## src/rtl/piezo_timer_if.sv

```systemverilog
// Status-flag inputs and tone/cadence outputs shared between the piezo timer
// and whatever drives it.
interface piezo_timer_if;
  logic en_steer;
  logic ovr_spd;
  logic batt_low;
  logic timer_2sec;
  logic timer2_ensteer;
  logic timer3_battspd;

  modport master (
    output en_steer, ovr_spd, batt_low,
    input  timer_2sec, timer2_ensteer, timer3_battspd
  );

  modport slave (
    input  en_steer, ovr_spd, batt_low,
    output timer_2sec, timer2_ensteer, timer3_battspd
  );
endinterface

```

## src/rtl/piezo_timer.sv

```systemverilog
// Piezo cadence and tone generator: a periodic beep window, a low tone inside
// that window, and an independent high alarm tone.

// Gated square-wave generator; counter and phase clear whenever the gate drops.
module piezo_tone #(
  parameter int HALF = 2
) (
  input  logic clk,
  input  logic rst_n,
  input  logic gate,
  output logic sq
);
  localparam int CW = (HALF > 1) ? $clog2(HALF) : 1;
  localparam logic [CW-1:0] CNT_LAST = CW'(HALF - 1);

  logic [CW-1:0] cnt_q, cnt_d;
  logic          sq_q, sq_d;

  always_comb begin
    cnt_d = '0;
    sq_d  = 1'b0;
    if (gate) begin
      if (cnt_q == CNT_LAST) begin
        cnt_d = '0;
        sq_d  = ~sq_q;
      end else begin
        cnt_d = cnt_q + 1'b1;
        sq_d  = sq_q;
      end
    end
  end

  always_ff @(posedge clk or negedge rst_n) begin
    if (!rst_n) begin
      cnt_q <= '0;
      sq_q  <= 1'b0;
    end else begin
      cnt_q <= cnt_d;
      sq_q  <= sq_d;
    end
  end

  assign sq = sq_q;
endmodule

module piezo_timer #(
  parameter int PERIOD_CNT = 100_000_000,
  parameter int BEEP_CNT   = 12_500_000,
  parameter int LOW_HALF   = 25_000,
  parameter int HIGH_HALF  = 6_250,
  parameter bit FAST_SIM   = 1'b0
) (
  input  logic          clk,
  input  logic          rst_n,
  piezo_timer_if.slave  bus
);
  localparam int PER  = FAST_SIM ? (PERIOD_CNT >> 10) : PERIOD_CNT;
  localparam int BEEP = FAST_SIM ? (BEEP_CNT >> 10)   : BEEP_CNT;
  localparam int PW   = (PER > 1) ? $clog2(PER) : 1;
  localparam logic [PW-1:0] PER_LAST = PW'(PER - 1);
  localparam logic [PW-1:0] BEEP_V   = PW'(BEEP);

  logic          en_act_q, en_act_d;
  logic          al_act_q, al_act_d;
  logic [PW-1:0] per_cnt_q, per_cnt_d;
  logic          win;

  always_comb begin
    en_act_d  = bus.en_steer;
    al_act_d  = bus.ovr_spd | bus.batt_low;
    per_cnt_d = '0;
    if (en_act_q)
      per_cnt_d = (per_cnt_q == PER_LAST) ? '0 : per_cnt_q + 1'b1;
  end

  always_ff @(posedge clk or negedge rst_n) begin
    if (!rst_n) begin
      en_act_q  <= 1'b0;
      al_act_q  <= 1'b0;
      per_cnt_q <= '0;
    end else begin
      en_act_q  <= en_act_d;
      al_act_q  <= al_act_d;
      per_cnt_q <= per_cnt_d;
    end
  end

  // Pure decode of flops so the window edge is glitch-free downstream.
  assign win            = en_act_q & (per_cnt_q < BEEP_V);
  assign bus.timer_2sec = win;

  piezo_tone #(.HALF(LOW_HALF)) u_low (
    .clk   (clk),
    .rst_n (rst_n),
    .gate  (win),
    .sq    (bus.timer2_ensteer)
  );

  piezo_tone #(.HALF(HIGH_HALF)) u_high (
    .clk   (clk),
    .rst_n (rst_n),
    .gate  (al_act_q),
    .sq    (bus.timer3_battspd)
  );
endmodule

```

## src/flat_wrapper.sv

```systemverilog
// flat-port wrapper written by rule: the top's interface ports become plain ports
module piezo_timer_flat 
#(
  parameter int PERIOD_CNT = 100_000_000,
  parameter int BEEP_CNT   = 12_500_000,
  parameter int LOW_HALF   = 25_000,
  parameter int HIGH_HALF  = 6_250,
  parameter bit FAST_SIM   = 1'b0
)
  (clk, rst_n, bus_en_steer, bus_ovr_spd, bus_batt_low, bus_timer_2sec, bus_timer2_ensteer, bus_timer3_battspd);
  piezo_timer_if bus_i ();
  input  logic clk;
  input  logic rst_n;
  input wire logic [$bits(bus_i.en_steer)-1:0] bus_en_steer;
  input wire logic [$bits(bus_i.ovr_spd)-1:0] bus_ovr_spd;
  input wire logic [$bits(bus_i.batt_low)-1:0] bus_batt_low;
  output wire logic [$bits(bus_i.timer_2sec)-1:0] bus_timer_2sec;
  output wire logic [$bits(bus_i.timer2_ensteer)-1:0] bus_timer2_ensteer;
  output wire logic [$bits(bus_i.timer3_battspd)-1:0] bus_timer3_battspd;
  assign bus_i.en_steer = bus_en_steer;
  assign bus_i.ovr_spd = bus_ovr_spd;
  assign bus_i.batt_low = bus_batt_low;
  assign bus_timer_2sec = bus_i.timer_2sec;
  assign bus_timer2_ensteer = bus_i.timer2_ensteer;
  assign bus_timer3_battspd = bus_i.timer3_battspd;
  piezo_timer #(.PERIOD_CNT(PERIOD_CNT), .BEEP_CNT(BEEP_CNT), .LOW_HALF(LOW_HALF), .HIGH_HALF(HIGH_HALF), .FAST_SIM(FAST_SIM)) u_core (.clk(clk), .rst_n(rst_n), .bus(bus_i));
endmodule
```

## config.mk

```make
export PLATFORM = sky130hd
export DESIGN_NAME = piezo_timer_flat
export DESIGN_NICKNAME = d
export VERILOG_FILES = /design/src/rtl/piezo_timer_if.sv /design/src/rtl/piezo_timer.sv /design/src/flat_wrapper.sv
export SDC_FILE = /design/constraint.sdc
export NUM_CORES = 1
export LEC_CHECK = 0
export ABC_CLOCK_PERIOD_IN_PS = 2090
export CAP_MARGIN = 20
export CORE_ASPECT_RATIO = 1.5
export CORE_MARGIN = 2
export CORE_UTILIZATION = 50
export CTS_BUF_LIST = sky130_fd_sc_hd__clkbuf_8
export DETAILED_ROUTE_END_ITERATION = 8
export PLACE_DENSITY = 0.67
export SETUP_SLACK_MARGIN = 0.5
export SYNTH_ARGS = -nofsm -noshare
export SYNTH_HDL_FRONTEND = slang
export SYNTH_SLANG_ARGS = --single-unit
```

## constraint.sdc

```tcl
create_clock -name clk -period 2.09 [get_ports clk]
set_input_delay 0.209 -clock clk [delete_from_list [all_inputs] [get_ports clk]]
set_output_delay 0.209 -clock clk [all_outputs]
set_load 0.02 [all_outputs]
```

==> results of run 1 <==
metal layers:
layer | GRT usage, % | vias up | routed length (um)
met4 | 11.5 | 0 | 262
met5 | 0 | - | 0
li1 | - | 1231 | -
met1 | 27.4 | 1276 | 2950
met3 | 5.71 | 23 | 321
met2 | 39.6 | 84 | 3910
where the power goes:
group	switching [mW]	internal [mW]	leakage, nW
Sequential	0.0492	1.18	0.799
Combinational	0.112	0.108	0.652
Clock	0.454	0.730	0.119
kinds of logic (layout without fill, tap and decap cells):
kind of cell | Yosys count | in the layout
compound gates | 32 | 32
xor+xnor | 37 | 37
fa+ha+maj | 4 | 4
buf+inv | 19 | 79
flops | 59 | 59
simple gates | 158 | 160
worst min path at each step:
| stage | start | to | depth (start not counted) |
|---|---|---|---|
| after detailed placement | rst_n | u_core.u_low.cnt_q[2] | 1 |
| after floorplan | rst_n | u_core.al_act_q | 0 |
| after global routing | bus_en_steer | u_core.en_act_q | 1 |
| after global placement | rst_n | u_core.u_low.cnt_q[2] | 1 |
| final | rst_n | u_core.u_low.cnt_q[2] | 2 |
| after CTS | bus_en_steer | u_core.en_act_q | 1 |
metrics by stage:
| step | power [mW] | hold slack, ns |
|---|---|---|
| finish | 2.63 | 0.303 |
| global route | 2.75 | 0.291 |
| CTS | 2.61 | 0.303 |
| detailed placement | 1.41 | 0.132 |
| global placement | 1.40 | 0.126 |
| floorplan | 1.34 | -0.0866 |
flip-flops by register name, summed over array words and instances, names as in the netlist:
signal and cells:
u_core.al_act_q 1, u_core.en_act_q 1, u_core.per_cnt_q 27, u_core.u_high.cnt_q 13, u_core.u_high.sq 1, u_core.u_low.cnt_q 15
u_core.u_low.sq 1
layout by cell type (no fill, tap or decap), types with 6 or more instances in the layout:
master / instances
dfrtp_1: 53
buf_4: 36
xnor2_1: 30
nor3_1: 22
nand2_1: 19
nor2_2: 18
nor2_1: 12
nand3_1: 12
clkbuf_8: 11
inv_1: 10
nand4_1: 9
a21oi_2: 9
or4_4: 8
nor4_1: 7
xor2_1: 7
nand3_2: 6
o31ai_1: 6
dfrtp_2: 6
layout make-up:
cell class | count | area [sq um] | area share (%)
timing repair buffer | 53 | 490 | 11.9
multi-input combinational | 233 | 1790 | 43.5
clock buffer | 11 | 151 | 3.68
clock inverter | 5 | 75.1 | 1.82
inverter | 10 | 37.5 | 0.912
sequential | 59 | 1480 | 36.0
tap | 72 | 90.1 | 2.19
what timing repair did:
item,CTS,global route
gates resized for setup,37,48
setup buffers,22,6
gates cloned,2,3
setup endpoints to repair,47,56
pin swaps,25,8
hold buffers,1,0
hold endpoints to repair,12,0
==> results.txt, run 1 <==
Outcome: complete, no violations
Crit path launch type: flop
Diode count: 0
CP Capture Type: flop
Peak VDD IR: 0.000747 V
Worst-margin pin slew: 0.464 ns
Post-Synthesis Mean Instance Area: 9.73 sq um
Number of flops mapped to enable cells by yosys: 0
Final hold vios: 0
Post-layout min period: 1.87 ns
Drt first pass iters: 4
Clk buf depth: 2
Max Cap Viol: 0
# IOs: 8
TritonCTS clock tree: yes
Final setup fails: 0
Vias in the first global route: 2,645
Avg WL per Cell: 16.8 um
Worst path slowest cell: or4_4
Placed cell count: 393
Initial Util: 51.9%
Main combinational cell family by area after synthesis: simple AND/OR/NAND/NOR gates
Final WL: 7.44 mm
Reg2reg end: u_core.per_cnt_q[21]
# rows: 34
Starting DRT DRC Count: 213
Predominant post-synthesis flop cell: dfrtp_1
RR Startpoint: u_core.per_cnt_q[6]
H-tree Lvls: 3
Post-layout nets: 375
DRC Markers: 0
Largest net degree at the start of global routing: 29
Syn Nets: 318
Sequential share of the synthesized area: 49.1%
Critical Path Stages: 4
Adder-Cell Fraction of Synth Area: 1.67%
Top-count cell post-synth: dfrtp_1
Detailed Place HPWL: 4.44 mm
Latest clock arrival within the worst-skew pair: 0.34 ns
Core outline area: 5790 sq um
Vias: 2,614
Initial antenna violation count: 0
Fin. max-slew vios: 0
Die X: 67.3 um
Relative slew slack: 68.8%
Worst setup path startpoint: u_core.per_cnt_q[6]
CP cell instances: nand3_4, or4_4, or4_1, a21oi_2
Post-synthesis simple-gate area fraction: 28.3%
Synth top area share: 49.1%
Type of the worst min-delay path: in -> async
Final instance area: 4120 sq um
Critical path class: reg -> reg
Fraction of layout cells with a size suffix above 1: 38.8%
Placer Congestion: 0.872
Synth top area cells: dfrtp_1 49%, xnor2_1 8.7%, nor2_1 4.4%
Biggest area consumer among synthesized cells: dfrtp_1
DP Worst Slack: 0.156 ns
Reg2reg setup slack: 0.22 ns
Port Buffer Count: 7
Area post-placement: 3280 sq um
Syn Std Cell Area: 3010 sq um
Clk root buf: clkbuf_8
Synth-to-Final Area Change: 37.0%
Clock sinks: 59
Top post-synthesis cells by count: 59 x dfrtp_1, 35 x nor2_1, 30 x xnor2_1
Die Y: 99.0 um
Avg Vias per Cell: 5.90
GRT overflow: 0
Fillers: 403
Path depth of the worst reg2reg path: 4
Worst-path maximum fanout: 6
Mapped Cells: 309
Cts bufs inserted: 9
P_leak: 1.57 nW
Buf/Inv on CP: 0
CP peak stage delay: 0.61 ns
Yosys warns: 0
Non-Filler Instances: 443
Max Fclk: 535 MHz
Delay-heaviest family, CP: simple AND/OR/NAND/NOR gates
XOR/XNOR share of the synthesized area: 10.8%
Clock transition at path regs: 0.07 ns
Total GRT Usage: 23.6%
Synth cell types: 37
Final worst slack: 0.221 ns
Setup TNS: 0 ns
Yosys reg bits: 59
Critical Path End: u_core.per_cnt_q[21]
Pwr/cell area: 640 nW/um^2
Util after Layout: 71.2%
Skew final: 0.00616 ns
Complex-gate fraction of the synthesized area: 7.24%
Req. time, crit path: 2.36 ns
Mux contribution to synthesized area: 0%
RSZ-0062 raised after global routing: true
First-pass GRT wire length: 12.0 mm
Async set-reset flop share out of synthesis: 100%
Antenna Nets Post-Route: 0
Final Cycle Share: 89.4%
DIE AREA: 6660 sq um
CP arrival: 2.14 ns
(Power assumes the default switching activity.)
==> run 2, diff against run 1 <==
==> constraint.sdc (replaced) <==
create_clock -name clk -period 2.09 [get_ports clk]
set_input_delay 0.418 -clock clk [delete_from_list [all_inputs] [get_ports clk]]
set_output_delay 0.418 -clock clk [all_outputs]
set_load 0.02 [all_outputs]
==> run 2 against run 1 <==
- first-iteration DRC count down 58%
- via count up 1.3%
- register-to-register slack worse by 0.05 ns
- largest cell class unchanged
- clock skew about the same
- maximum frequency down 5.2%
- highest routed layer unchanged
==> results.txt, run 2 (same netlist as run 1, synthesis figures left out) <==
Vias: 2,647 (was 2,614)
Post-layout nets: 387 (was 375)
Final Cycle Share: 94.4% (was 89.4%)
Clk buf depth: 2 (unchanged)
Placer Congestion: 0.811 (was 0.872)
Antenna Nets Post-Route: 0 (unchanged)
Drt first pass iters: 4 (unchanged)
TritonCTS clock tree: yes (unchanged)
Total GRT Usage: 24.5% (was 23.6%)
Pwr/cell area: 678 nW/um^2 (was 640 nW/um^2)
Reg2reg setup slack: 0.17 ns (was 0.22 ns)
RSZ-0062 raised after global routing: true (unchanged)
Fillers: 421 (was 403)
Avg Vias per Cell: 5.82 (was 5.90)
DRC Markers: 0 (unchanged)
Latest clock arrival within the worst-skew pair: 0.35 ns (was 0.34 ns)
Util after Layout: 73.5% (was 71.2%)
Outcome: complete, no violations (unchanged)
Fin. max-slew vios: 0 (unchanged)
Fraction of layout cells with a size suffix above 1: 40.7% (was 38.8%)
Skew final: 0.00636 ns (was 0.00616 ns)
Max Fclk: 507 MHz (was 535 MHz)
Initial antenna violation count: 0 (unchanged)
First-pass GRT wire length: 12.2 mm (was 12.0 mm)
Commonest non-fill, non-tap cells in the layout: 58 x dfrtp_1, 48 x buf_4, 30 x xnor2_1, 20 x nand2_1, 17 x nor3_1 (was 53 x dfrtp_1, 36 x buf_4, 30 x xnor2_1, 22 x nor3_1, 19 x nand2_1)
Area occupied by registers: 1480 sq um (about the same)
Worst-path maximum fanout: 5 (was 6)
Clock transition at path regs: 0.07 ns (about the same)
Port Buffer Count: 7 (unchanged)
Most common cell after layout, fill and taps aside: dfrtp_1 (unchanged)
Starting DRT DRC Count: 89 (was 213)
Diode count: 0 (unchanged)
Avg WL per Cell: 16.8 um (about the same)
Cts hold-fix bufs: 0 (was 1)
CP arrival: 1.55 ns (was 2.14 ns)
Detailed Place HPWL: 4.45 mm (was 4.44 mm)
Max Cap Viol: 0 (unchanged)
Worst-margin pin slew: 0.462 ns (was 0.464 ns)
Top flop regs: u_core.per_cnt_q: 27 flops, u_core.u_low.cnt_q: 15 flops, u_core.u_high.cnt_q: 13 flops (unchanged)
Post-layout min period: 1.97 ns (was 1.87 ns)
Vias in the first global route: 2,693 (was 2,645)
P_leak: 1.64 nW (was 1.57 nW)
Multi-input gate area: 1820 sq um (was 1790 sq um)
Placed cell count: 409 (was 393)
Critical path class: reg -> out (was reg -> reg)
Non-Filler Instances: 455 (was 443)
Reg2reg end: u_core.per_cnt_q[18] (was u_core.per_cnt_q[21])
RR Startpoint: u_core.per_cnt_q[13] (was u_core.per_cnt_q[6])
Type of the worst min-delay path: in -> async (unchanged)
Final setup fails: 0 (unchanged)
Most flops, register: u_core.per_cnt_q (unchanged)
Initial Util: 51.9% (unchanged)
Die X: 67.3 um (unchanged)
GRT overflow: 0 (unchanged)
Largest net degree at the start of global routing: 60 (was 29)
Final hold vios: 0 (unchanged)
Core outline area: 5790 sq um (unchanged)
Path depth of the worst reg2reg path: 7 (was 4)
Cts bufs inserted: 9 (unchanged)
Clk root buf: clkbuf_8 (unchanged)
Clock sinks: 59 (unchanged)
# rows: 34 (unchanged)
Crit path launch type: flop (unchanged)
Die Y: 99.0 um (unchanged)
# IOs: 8 (unchanged)
Synth-to-Final Area Change: 41.4% (was 37.0%)
Relative slew slack: 68.8% (about the same)
Req. time, crit path: 1.67 ns (was 2.36 ns)
Peak VDD IR: 0.000574 V (was 0.000747 V)
CP Capture Type: primary output (was flop)
DIE AREA: 6660 sq um (unchanged)
H-tree Lvls: 3 (unchanged)
Final WL: 7.65 mm (was 7.44 mm)
Max FFs per register: 27 (unchanged)
## run 2: worst max path at each step
stage	start	to	depth (start not counted)
after floorplan	u_core.per_cnt_q[14]	u_core.per_cnt_q[18]	5
after detailed placement	u_core.per_cnt_q[5]	bus_timer_2sec	5
after global placement	u_core.per_cnt_q[5]	bus_timer_2sec	5
final	u_core.per_cnt_q[21]	bus_timer_2sec	5
after global routing	u_core.per_cnt_q[21]	bus_timer_2sec	5
after CTS	u_core.per_cnt_q[7]	bus_timer_2sec	5
## run 2: timing repair
action,in CTS,in global routing
endpoints found under the setup margin,50,56
resized for setup,40,63
cloned,4,0
buffers inserted,19,7
pin swaps,21,12
## run 2: cell type report
class,instances,area share [%]
repair buffers,65,13.2
inverters,10,0.883
multi-input cells,233,42.8
clock buffers,9,2.91
clock inverters,7,3.27
well taps,72,2.12
flip-flops and latches,59,34.8
## run 2: power by group
part	leakage, nW	switching [mW]	internal (mW)	total, mW
Sequential	0.807	0.0530	1.18	1.23
Combinational	0.697	0.131	0.131	0.262
Clock	0.134	0.472	0.912	1.38
Total	1.64	0.655	2.22	2.88
## run 2: worst max-delay path: stages, from the launching register on
cell     delay [ns]
dfrtp_1        0.42
nand2_1        0.13
nor3_2         0.21
o31a_1         0.26
nor2_4         0.05
buf_6          0.13
## run 2: per-layer routing
metal | part of all wire (%) | global-route usage (%)
met1 | 39 | 27.0
met2 | 55 | 43.1
met3 | 2.9 | 6.28
met4 | 3.6 | 10.5
met5 | 0 | 0
## run 2: per-stage QoR
stage	area (sq um)	hold WS (ns)	setup WS [ns]	TNS, ns	power, mW
floorplan	3060	0.122	0.216	0	1.34
global placement	3390	0.448	-0.0228	-0.0228	1.40
detailed placement	3390	0.448	-0.00617	-0.00617	1.41
CTS	3960	0.0707	0.0745	0	2.81
global route	4250	0.0991	0.0566	0	2.97
finish	4250	0.0684	0.117	0	2.88
==> run 3, diff against run 2 <==
ABC_CLOCK_PERIOD_IN_PS = 1700   (was 2090)
PLACE_DENSITY = 0.69   (was 0.67)
SYNTH_HIERARCHICAL = 1   (was unset)
clock period = 1.7 ns   (was 2.09 ns; I/O delays follow)
==> run 3 against run 2 <==
- critical endpoint is now u_core/per_cnt_q[19]
- largest cell class unchanged
- the flow now finishes with violations (setup timing)
- non-clock buffer count increased by 12
- count of clock-buffer cells in the layout unchanged
- power increased by 18%
- synthesized cell count grew 0.32%
- clock skew up 0.0035 ns
- highest routed layer unchanged
==> results.txt, run 3 <==
Outcome: finished, violations left (was complete, no violations)
Failing checks: setup timing
Synth top area cells: dfrtp_1 48%, xnor2_1 6.6%, nor2_1 4.4% (was dfrtp_1 49%, xnor2_1 8.7%, nor2_1 4.4%)
CP peak stage delay: 0.39 ns (was 0.42 ns)
DIE AREA: 6750 sq um (was 6660 sq um)
CP arrival: 2.10 ns (was 1.55 ns)
Placer Congestion: 0.823 (was 0.811)
Sequential share of the synthesized area: 48.4% (was 49.1%)
Final Cycle Share: 111%
P_leak: 1.68 nW (was 1.64 nW)
Combinational share of power: 11.3% (was 9.1%)
GRT overflow: 0 (unchanged)
Max Cap Viol: 0 (unchanged)
Adder-Cell Fraction of Synth Area: 1.64% (was 1.67%)
Final hold vios: 0 (unchanged)
Clk buf depth: 2 (unchanged)
Max Fclk: 529 MHz
CP cell instances: buf_6, buf_6, nor4b_4, nand4_1, o41ai_4, buf_4, buf_12, a21oi_1 (was nand2_1, nor3_2, o31a_1, nor2_4, buf_6)
Number of flops mapped to enable cells by yosys: 0 (unchanged)
Cts bufs inserted: 9 (unchanged)
Internal power: 2.59 mW (was 2.22 mW)
Predominant post-synthesis flop cell: dfrtp_1 (unchanged)
Vias in the first global route: 2,752 (was 2,693)
Post-synthesis simple-gate area fraction: 28.9% (was 28.3%)
DP Worst Slack: -0.303 ns (was -0.00617 ns)
# IOs: 8 (unchanged)
Initial antenna violation count: 0 (unchanged)
Avg WL per Cell: 16.7 um (was 16.8 um)
Starting DRT DRC Count: 152 (was 89)
Skew final: 0.00982 ns (was 0.00636 ns)
Yosys reg bits: 59 (unchanged)
Async set-reset flop share out of synthesis: 100% (unchanged)
Final worst slack: -0.189 ns (was 0.117 ns)
Die Y: 99.6 um (was 99.0 um)
Mapped Cells: 310 (was 309)
Psw: 0.798 mW (was 0.655 mW)
Drt first pass iters: 4 (unchanged)
Die X: 67.8 um (was 67.3 um)
Final WL: 7.78 mm (was 7.65 mm)
Worst-path maximum fanout: 7 (was 5)
Synth-to-Final Area Change: 45.7% (was 41.4%)
Switching part of the total: 23.5% (was 22.7%)
Biggest area consumer among synthesized cells: dfrtp_1 (unchanged)
Most flops, register: u_core/per_cnt_q (was u_core.per_cnt_q)
Diode count: 0 (unchanged)
Worst path slowest cell: dfrtp_1 (unchanged)
Final setup fails: 29 (was 0)
Post-layout nets: 400 (was 387)
Max FFs per register: 27 (unchanged)
Antenna Nets Post-Route: 0 (unchanged)
Top-count cell post-synth: dfrtp_1 (unchanged)
Initial Util: 52.3% (was 51.9%)
Fraction of layout cells with a size suffix above 1: 44.3% (was 40.7%)
Mux contribution to synthesized area: 0% (unchanged)
XOR/XNOR share of the synthesized area: 8.62% (was 10.8%)
Main combinational cell family by area after synthesis: simple AND/OR/NAND/NOR gates (unchanged)
CP most frequent cell: buf_6
Fillers: 370 (was 421)
Clock group share of total power: 44.4% (was 48.0%)
Complex-gate fraction of the synthesized area: 9.64% (was 7.24%)
# rows: 34 (unchanged)
Yosys warns: 6 (was 0)
Detailed Place HPWL: 4.97 mm (was 4.45 mm)
Synth top area share: 48.4% (was 49.1%)
Fin. max-slew vios: 0 (unchanged)
Largest net degree at the start of global routing: 34 (was 60)
Commonest non-fill, non-tap cells in the layout: 58 x dfrtp_1, 56 x buf_4, 23 x xnor2_1, 23 x nor2_4, 16 x nand2_1 (was 58 x dfrtp_1, 48 x buf_4, 30 x xnor2_1, 20 x nand2_1, 17 x nor3_1)
Setup TNS: -4.13 ns (was 0 ns)
Peak VDD IR: 0.000694 V (was 0.000574 V)
Multi-input gate area: 1930 sq um (was 1820 sq um)
Syn Nets: 319 (was 318)
Cts hold-fix bufs: 0 (unchanged)
First-pass GRT wire length: 12.7 mm (was 12.2 mm)
Clock transition at path regs: 0.06 ns (was 0.07 ns)
Worst-margin pin slew: 0.432 ns (was 0.462 ns)
DRC Markers: 0 (unchanged)
Synth cell types: 44 (was 37)
Most common cell after layout, fill and taps aside: dfrtp_1 (unchanged)
Post-layout min period: 1.89 ns
Critical path class: reg -> reg (was reg -> out)
Pwr/cell area: 763 nW/um^2 (was 678 nW/um^2)
Area occupied by registers: 1480 sq um (unchanged)
Latest clock arrival within the worst-skew pair: 0.34 ns (was 0.35 ns)
Vias: 2,734 (was 2,647)
Port Buffer Count: 7 (unchanged)
TritonCTS clock tree: yes (unchanged)
Crit path launch type: flop (unchanged)
CP Capture Type: flop (was primary output)
Syn Std Cell Area: 3050 sq um (was 3010 sq um)
Req. time, crit path: 1.91 ns (was 1.67 ns)
Top flop regs: u_core/per_cnt_q: 27 flops, u_core/u_low/cnt_q: 15 flops, u_core/u_high/cnt_q: 13 flops (was u_core.per_cnt_q: 27 flops, u_core.u_low.cnt_q: 15 flops, u_core.u_high.cnt_q: 13 flops)
Clk root buf: clkbuf_8 (unchanged)
Seq pwr share: 44.2% (was 42.9%)
Avg Vias per Cell: 5.85 (was 5.82)
RSZ-0062 raised after global routing: true (unchanged)
Relative slew slack: 71.2% (was 68.8%)
H-tree Lvls: 3 (unchanged)
Total GRT Usage: 25.3% (was 24.5%)
Core outline area: 5830 sq um (was 5790 sq um)
Clock sinks: 59 (unchanged)
Top post-synthesis cells by count: 59 x dfrtp_1, 36 x nor2_1, 23 x xnor2_1 (was 59 x dfrtp_1, 35 x nor2_1, 30 x xnor2_1)
Post-Synthesis Mean Instance Area: 9.84 sq um (was 9.73 sq um)
Type of the worst min-delay path: in -> async (unchanged)
## run 3: cell families after synthesis
logic type,after synthesis
AO/OA/AOI/OAI,47
adder cells (fa/ha/maj),4
XOR/XNOR,30
flip-flops,59
AND/OR/NAND/NOR,151
buffers and inverters,19
## run 3: worst max-delay path, delay by kind of cell, from the launching register on
kind / cells / cell delay [ns]
buf+inv: 4 / 0.60
compound gates: 2 / 0.31
flops: 1 / 0.39
simple gates: 2 / 0.45
## run 3: power by group through the flow
| stage | sequential [mW] | clock (mW) | combinational [mW] |
|---|---|---|---|
| after global routing | 1.50 | 1.60 | 0.420 |
| after global placement | 1.52 | 0 | 0.266 |
| after detailed placement | 1.52 | 0 | 0.274 |
| after CTS | 1.50 | 1.52 | 0.311 |
| after floorplan | 1.52 | 0 | 0.145 |
| final | 1.50 | 1.50 | 0.385 |
## run 3: through the flow
stage / std cells / util, % / power [mW] / cell area, sq um / hold slack (ns)
floorplan: 310 / - / 1.67 / 3200 / 0.0444
global placement: 439 / 63.5 / 1.79 / 3700 / 0.368
detailed placement: 439 / 63.5 / 1.80 / 3700 / 0.373
CTS: 467 / 72.3 / 3.33 / 4220 / 0.0119
global route: 467 / 76.2 / 3.52 / 4440 / 0.0505
finish: 467 / 76.2 / 3.39 / 4440 / 0.0116
## run 3: routing by layer
| metal | wire length, um | vias up | GRT usage, % |
|---|---|---|---|
| li1 | - | 1297 | - |
| met1 | 3180 | 1367 | 30.5 |
| met2 | 4200 | 49 | 42.8 |
| met3 | 191 | 21 | 4.07 |
| met4 | 209 | 0 | 12.1 |
| met5 | 0 | - | 0 |
## run 3: layout make-up
cell class              instances  share of cell area (%)
clock buffers                   9                    2.79
multi-input cells             233                    43.5
well taps                      72                    2.03
inverters                      11                   0.930
flip-flops and latches         59                    33.3
clock inverters                 6                    2.39
repair buffers                 77                    15.1
## run 3: what timing repair did
item                                    4_1_cts  5_1_grt
endpoints found under the setup margin       60       60
cloned                                        3        0
pin swaps                                     7       10
setup buffers                                10        0
resized for setup                            64       61
## run 3: path summary, 6_finish.rpt
check	slack, ns	to	depth (start not counted)	from
max in group asynchronous	1.35	u_core/al_act_q	2	rst_n
max reg2reg	-0.19	u_core/per_cnt_q[19]	8	u_core/per_cnt_q[19]
min reg2reg	0.56	u_core/u_low/cnt_q[0]	2	u_core/u_low/cnt_q[0]
max	-0.19	u_core/per_cnt_q[19]	8	u_core/per_cnt_q[19]
min in group clk	0.44	u_core/en_act_q	1	bus_en_steer
min	0.01	u_core/en_act_q	2	rst_n
